==> config.mk <==
export PLATFORM = sky130hd
export DESIGN_NAME = fetch_prefetch_flat
export DESIGN_NICKNAME = d
export VERILOG_FILES = /design/src/rtl/fetch_prefetch_if.sv /design/src/rtl/fetch_prefetch.sv /design/src/flat_wrapper.sv
export SDC_FILE = /design/constraint.sdc
export NUM_CORES = 1
export LEC_CHECK = 0
export ABC_AREA = 1
export CORE_MARGIN = 5
export CORE_UTILIZATION = 52
export DETAILED_ROUTE_END_ITERATION = 8
export GPL_TIMING_DRIVEN = 0
export PLACE_DENSITY = 0.85
export SLEW_MARGIN = 20
export SYNTH_ARGS = -nofsm -noshare
export SYNTH_HDL_FRONTEND = slang
export SYNTH_SLANG_ARGS = --single-unit
==> constraint.sdc <==
create_clock -name clk -period 1.8 [get_ports clk]
set_input_delay 0.27 -clock clk [delete_from_list [all_inputs] [get_ports clk]]
set_output_delay 0.27 -clock clk [all_outputs]
set_load 0.03 [all_outputs]
==> src/rtl/fetch_prefetch_if.sv <==
// fetch_prefetch_if: instruction-memory, redirect and decode-side signals of the fetch front end.
interface fetch_prefetch_if #(
  parameter int XLEN    = 32,
  parameter int IMEM_AW = 10,
  parameter int DEPTH   = 4
);
  logic                     imem_req;
  logic [IMEM_AW-1:0]       imem_addr;
  logic [31:0]              imem_rdata;
  logic                     redirect_valid;
  logic [XLEN-1:0]          redirect_target;
  logic                     out_valid;
  logic                     out_ready;
  logic [31:0]              out_instr;
  logic [XLEN-1:0]          out_pc;
  logic [$clog2(DEPTH):0]   out_count;
  modport master (
    output imem_req, imem_addr, out_valid, out_instr, out_pc, out_count,
    input  imem_rdata, redirect_valid, redirect_target, out_ready
  );
  modport slave (
    input  imem_req, imem_addr, out_valid, out_instr, out_pc, out_count,
    output imem_rdata, redirect_valid, redirect_target, out_ready
  );
endinterface

==> src/rtl/fetch_prefetch.sv <==
// fetch_prefetch: sequential PC generator feeding a 1-cycle imem into a prefetch FIFO,
// with slots reserved for in-flight reads and a redirect that flushes everything.
module fetch_prefetch #(
  parameter int              XLEN     = 32,
  parameter logic [XLEN-1:0] RESET_PC = 'h310,
  parameter int              IMEM_AW  = 10,
  parameter int              DEPTH    = 4
) (
  input logic             clk,
  input logic             rst_n,
  fetch_prefetch_if.master bus
);
  localparam int PW = $clog2(DEPTH);
  typedef logic [PW+1:0] sum_t;
  logic [XLEN-1:0] r_pc, r_pc_q;
  logic            r_req_q;
  logic [PW:0]     r_wptr, r_rptr;
  logic [31:0]     r_instr [DEPTH];
  logic [XLEN-1:0] r_pcs   [DEPTH];
  logic [PW:0]     w_count;
  logic            w_issue, w_push, w_pop;
  assign w_count = r_wptr - r_rptr;
  // The in-flight read counts against capacity so its return always has a slot.
  assign w_issue = rst_n & ~bus.redirect_valid & (sum_t'(w_count) + sum_t'(r_req_q) < sum_t'(DEPTH));
  assign w_push  = r_req_q & ~bus.redirect_valid;
  assign w_pop   = bus.out_valid & bus.out_ready;
  assign bus.imem_req  = w_issue;
  assign bus.imem_addr = r_pc[IMEM_AW-1:0];
  assign bus.out_valid = w_count != '0;
  assign bus.out_count = w_count;
  assign bus.out_instr = r_instr[r_rptr[PW-1:0]];
  assign bus.out_pc    = r_pcs[r_rptr[PW-1:0]];
  always_ff @(posedge clk or negedge rst_n)
    if (!rst_n) begin
      r_pc    <= RESET_PC;
      r_pc_q  <= '0;
      r_req_q <= 1'b0;
      r_wptr  <= '0;
      r_rptr  <= '0;
      for (int i = 0; i < DEPTH; i++) begin
        r_instr[i] <= '0;
        r_pcs[i]   <= '0;
      end
    end else if (bus.redirect_valid) begin
      r_pc    <= {bus.redirect_target[XLEN-1:2], 2'b00};
      r_req_q <= 1'b0;
      r_wptr  <= '0;
      r_rptr  <= '0;
    end else begin
      r_req_q <= w_issue;
      if (w_issue) begin
        r_pc   <= r_pc + XLEN'(4);
        r_pc_q <= r_pc;
      end
      if (w_push) begin
        r_instr[r_wptr[PW-1:0]] <= bus.imem_rdata;
        r_pcs[r_wptr[PW-1:0]]   <= r_pc_q;
        r_wptr                  <= r_wptr + 1'b1;
      end
      if (w_pop) r_rptr <= r_rptr + 1'b1;
    end
endmodule
==> src/flat_wrapper.sv <==
// flat-port wrapper written by rule: the top's interface ports become plain ports
module fetch_prefetch_flat 
#(
  parameter int              XLEN     = 32,
  parameter logic [XLEN-1:0] RESET_PC = 'h310,
  parameter int              IMEM_AW  = 10,
  parameter int              DEPTH    = 4
)
  (clk, rst_n, bus_imem_req, bus_imem_addr, bus_out_valid, bus_out_instr, bus_out_pc, bus_out_count, bus_imem_rdata, bus_redirect_valid, bus_redirect_target, bus_out_ready);
  fetch_prefetch_if #(.XLEN(XLEN), .IMEM_AW(IMEM_AW), .DEPTH(DEPTH)) bus_i ();
  input logic clk;
  input logic rst_n;
  output wire logic [$bits(bus_i.imem_req)-1:0] bus_imem_req;
  output wire logic [$bits(bus_i.imem_addr)-1:0] bus_imem_addr;
  output wire logic [$bits(bus_i.out_valid)-1:0] bus_out_valid;
  output wire logic [$bits(bus_i.out_instr)-1:0] bus_out_instr;
  output wire logic [$bits(bus_i.out_pc)-1:0] bus_out_pc;
  output wire logic [$bits(bus_i.out_count)-1:0] bus_out_count;
  input wire logic [$bits(bus_i.imem_rdata)-1:0] bus_imem_rdata;
  input wire logic [$bits(bus_i.redirect_valid)-1:0] bus_redirect_valid;
  input wire logic [$bits(bus_i.redirect_target)-1:0] bus_redirect_target;
  input wire logic [$bits(bus_i.out_ready)-1:0] bus_out_ready;
  assign bus_imem_req = bus_i.imem_req;
  assign bus_imem_addr = bus_i.imem_addr;
  assign bus_out_valid = bus_i.out_valid;
  assign bus_out_instr = bus_i.out_instr;
  assign bus_out_pc = bus_i.out_pc;
  assign bus_out_count = bus_i.out_count;
  assign bus_i.imem_rdata = bus_imem_rdata;
  assign bus_i.redirect_valid = bus_redirect_valid;
  assign bus_i.redirect_target = bus_redirect_target;
  assign bus_i.out_ready = bus_out_ready;
  fetch_prefetch #(.XLEN(XLEN), .RESET_PC(RESET_PC), .IMEM_AW(IMEM_AW), .DEPTH(DEPTH)) u_core (.clk(clk), .rst_n(rst_n), .bus(bus_i));
endmodule
==> results.cfg <==
[clock_network]
htreeDepth = 2
root_buffer = clkbuf_16
cts_sinks = 315
cts_tree = yes
clk_latency_ns = 0.53
clk_pin_slew_ns = 0.06
clk_path_buf_depth = 3
numCtsBuffers = 34

[setup_path]
crit_required_ns = 1.53
startpoint_type = flip-flop
cp_num_buf_inv = 3
crit_family = adder cells
endpoint_kind = output port
path_cells = ha_4 > fa_2 > inv_2 > nand3_2 > nand2_4 > nor2_8 > buf_8 > buf_6
path_class = flip-flop to output port
cpPeakStageDelay_ns = 0.55
cp_slowest_cell = fa_2
cp.arrival_ns = 2.21
worstPathMaxFanout = 3

[logic_synthesis]
ys_seq_area_share_pct = 54.4
ys_seq_elements = 315
synth_cell_types = 32
synth.area.top_cells = dfrtp_1 54%, o21ai_0 12%, nand2_1 11%, nor2_1 4.0%, inv_1 3.1%
synth_edf_count = 0
syn_inst = 1755
synth_commonest_cells = 438 x nand2_1, 342 x o21ai_0, 312 x dfrtp_1
synth_most_common_cell = nand2_1
syn-cell-area_sq_um = 14500
ys.flop_type = dfrtp_1
ys_warn_count = 0
yosys.area.top_type = dfrtp_1
synthArstFlopShare_pct = 100
synth.avg_cell_area_sq_um = 8.26
yosysTopAreaCellShare_pct = 53.9

[cells_and_area]
diodes = 0
finalNetCount = 2044
fill_cells = 2074
drive_gt1_share_pct = 18.9
final_cells = 2369
area_growth_syn_to_layout_pct = 30.2

[place]
gp_congestion = 0.877
port_buffers = 139
hpwl_um = 28300
dp_cells = 2278

[pwr]
p_leak_nw = 9.03
switching_share_pct = 40.5
p_clk_share_pct = 22.7
fin_total_pwr_mw = 32.1
p_int_mw = 19.1
combPwrFrac_pct = 44.9
switchingPower_mw = 13.0
p_per_area_nw_per_um2 = 1700
p_seq_share_pct = 32.4
vdd_drop_max_v = 0.000893

[sta]
hold_viol = 209
max_freq_mhz = 403
hold_ws_ns = -0.461
slew_headroom_pct = 61.5
fin_tns_setup_ns = -54.31
worstMarginPinSlew_ns = 0.578
min_period_over_period_pct = 138
finalSetupViolCount = 134
worst_slack_ns = -0.681
min_period_ns = 2.48
rsz0062_at_grt = yes
slew_viol_final = 0
fin_worst_skew_ns = 0.0293

[floorplanning]
die-area_sq_um = 31300
die_w_um = 177
coreArea_sq_um = 27600
start_util_pct = 52.5
io_pins = 147
std_cell_rows = 61
die_height_um = 177

[routing]
antenna_left = 0
vias_per_cell = 5.85
drt-total-wl_um = 46200
drtIter0Drc = 1715
vias = 13900
wl_per_cell_um = 19.5
drc = 0
drtPass1Iterations = 5

[grt]
grt_pass1_wl_um = 69900
antenna_found_initial = 0
grt_start_max_net_pins = 104
grt-ovfl-total = 0
grt_pass1_vias = 13400
track_usage_pct = 27.7

[run_status]
outcome = finished with violations
violations = negative hold slack, negative setup slack

[hold_path]
holdCritPathClass = input port to asynchronous set/reset pin

[run]
drv_cap = 0
## layout make-up
type	instances	area (sq um)	share of cell area, %
well taps	378	473	2.51
inverters	122	495	2.63
clock inverters	14	189	1.00
clock buffers	45	962	5.10
multi-input cells	1200	5980	31.7
flip-flops and latches	315	7890	41.8
repair inverters	2	23.8	0.126
plain buffers	122	1040	5.54
repair buffers	171	1810	9.59
## layout by cell type, fill, tap and decap left out, types with 4 or more instances in the layout
master           netlist  layout
ha_1                   7       6
xor2_1                 6       6
clkbuf_8               0      17
dfrtp_1              312     310
nor2_2                 6      17
o22ai_2                0      33
inv_1                119     115
clkbuf_1              58      30
bufinv_16              0       4
buf_12                 0       8
o21ai_1               69     124
clkbuf_4               0      22
nand3_1               82      64
buf_8                  0       7
buf_6                  7      45
o21ai_0              342     275
nand2_2                9       7
clkbuf_16              0      45
o22ai_1               62      29
buf_2                 37      22
nand3_2                0      17
inv_2                  2       4
nor2_1               153     142
clkdlybuf4s50_1        0      63
o21ai_2                0      12
buf_4                 18      71
buf_16                 0       4
conb_1                 1       4
nand2_4                2       5
nor2_4                 6       6
nand2_1              438     436
clkinv_2               0       7
## state kept, by name (all words and copies together) (netlist names)
name	flops
u_core.r_instr	128
u_core.r_pc	30
u_core.r_pc_q	30
u_core.r_pcs	120
u_core.r_req_q	1
u_core.r_rptr	3
u_core.r_wptr	3
## routing by layer
layer | vias to the layer above | GRT usage, % | wire length, um
li1 | 6165 | - | -
met4 | 0 | 12.2 | 2000
met3 | 164 | 5.19 | 4610
met1 | 6653 | 36.3 | 17500
met5 | - | 0 | 0
met2 | 876 | 45.4 | 22200
## cells by family (layout without fill, tap and decap cells)
family,count (synthesis),count (layout),synth area share (%)
xor+xnor,7,7,0.423
compound gates,475,475,17.0
other cells,1,4,0.0259
buf+inv,244,476,7.48
fa+ha+maj,8,8,0.742
simple gates,705,706,20.0
flops,315,315,54.4
## through the flow
stage | setup WS, ns | utilization [%] | instance area [sq um]
6_report | -0.681 | 68.3 | 18900
5_1_grt | -0.748 | 68.3 | 18900
4_1_cts | -0.697 | 66.0 | 18200
3_5_place_dp | -1.07 | 59.9 | 16600
3_3_place_gp | -12.68 | 59.6 | 16500
2_1_floorplan | -0.202 | - | 14600
## final timing paths
path	start	to	slack, ns	cells after the start
min	rst_n	u_core.r_instr[84]	-0.46	1
max	u_core.r_rptr[0]	bus_imem_req	-0.68	8
min reg2reg	u_core.r_instr[9]	u_core.r_instr[9]	0.48	2
max reg2reg	u_core.r_rptr[0]	u_core.r_pc[29]	-0.41	13
min in group clk	bus_redirect_valid	u_core.r_wptr[0]	0.12	4
max in group asynchronous	rst_n	u_core.r_pcs[51]	1.02	3
## power by group through the flow
stage	sequential, mW	clock [mW]	combinational, mW
finish	10.4	7.28	14.4
global route	10.6	7.58	15.3
CTS	10.2	7.28	13.0
detailed placement	10.3	0	11.9
global placement	10.3	0	11.7
floorplan	9.96	0	7.41
## timing repair
item | 4_1_cts | 5_1_grt
hold endpoints to repair | 209 | 209
setup buffers | 7 | 11
resized for setup | 543 | 190
gates cloned | 3 | 11
pin swaps | 28 | 45
setup endpoints to repair | 141 | 321
## worst register-to-register path: cells and delay by family, from the launching register on
kind          cells  cell delay [ns]
flops             1             0.44
fa+ha+maj         2             0.72
simple gates      6             0.39
buf+inv           5             0.53
Power figures use the tool's default switching activity.
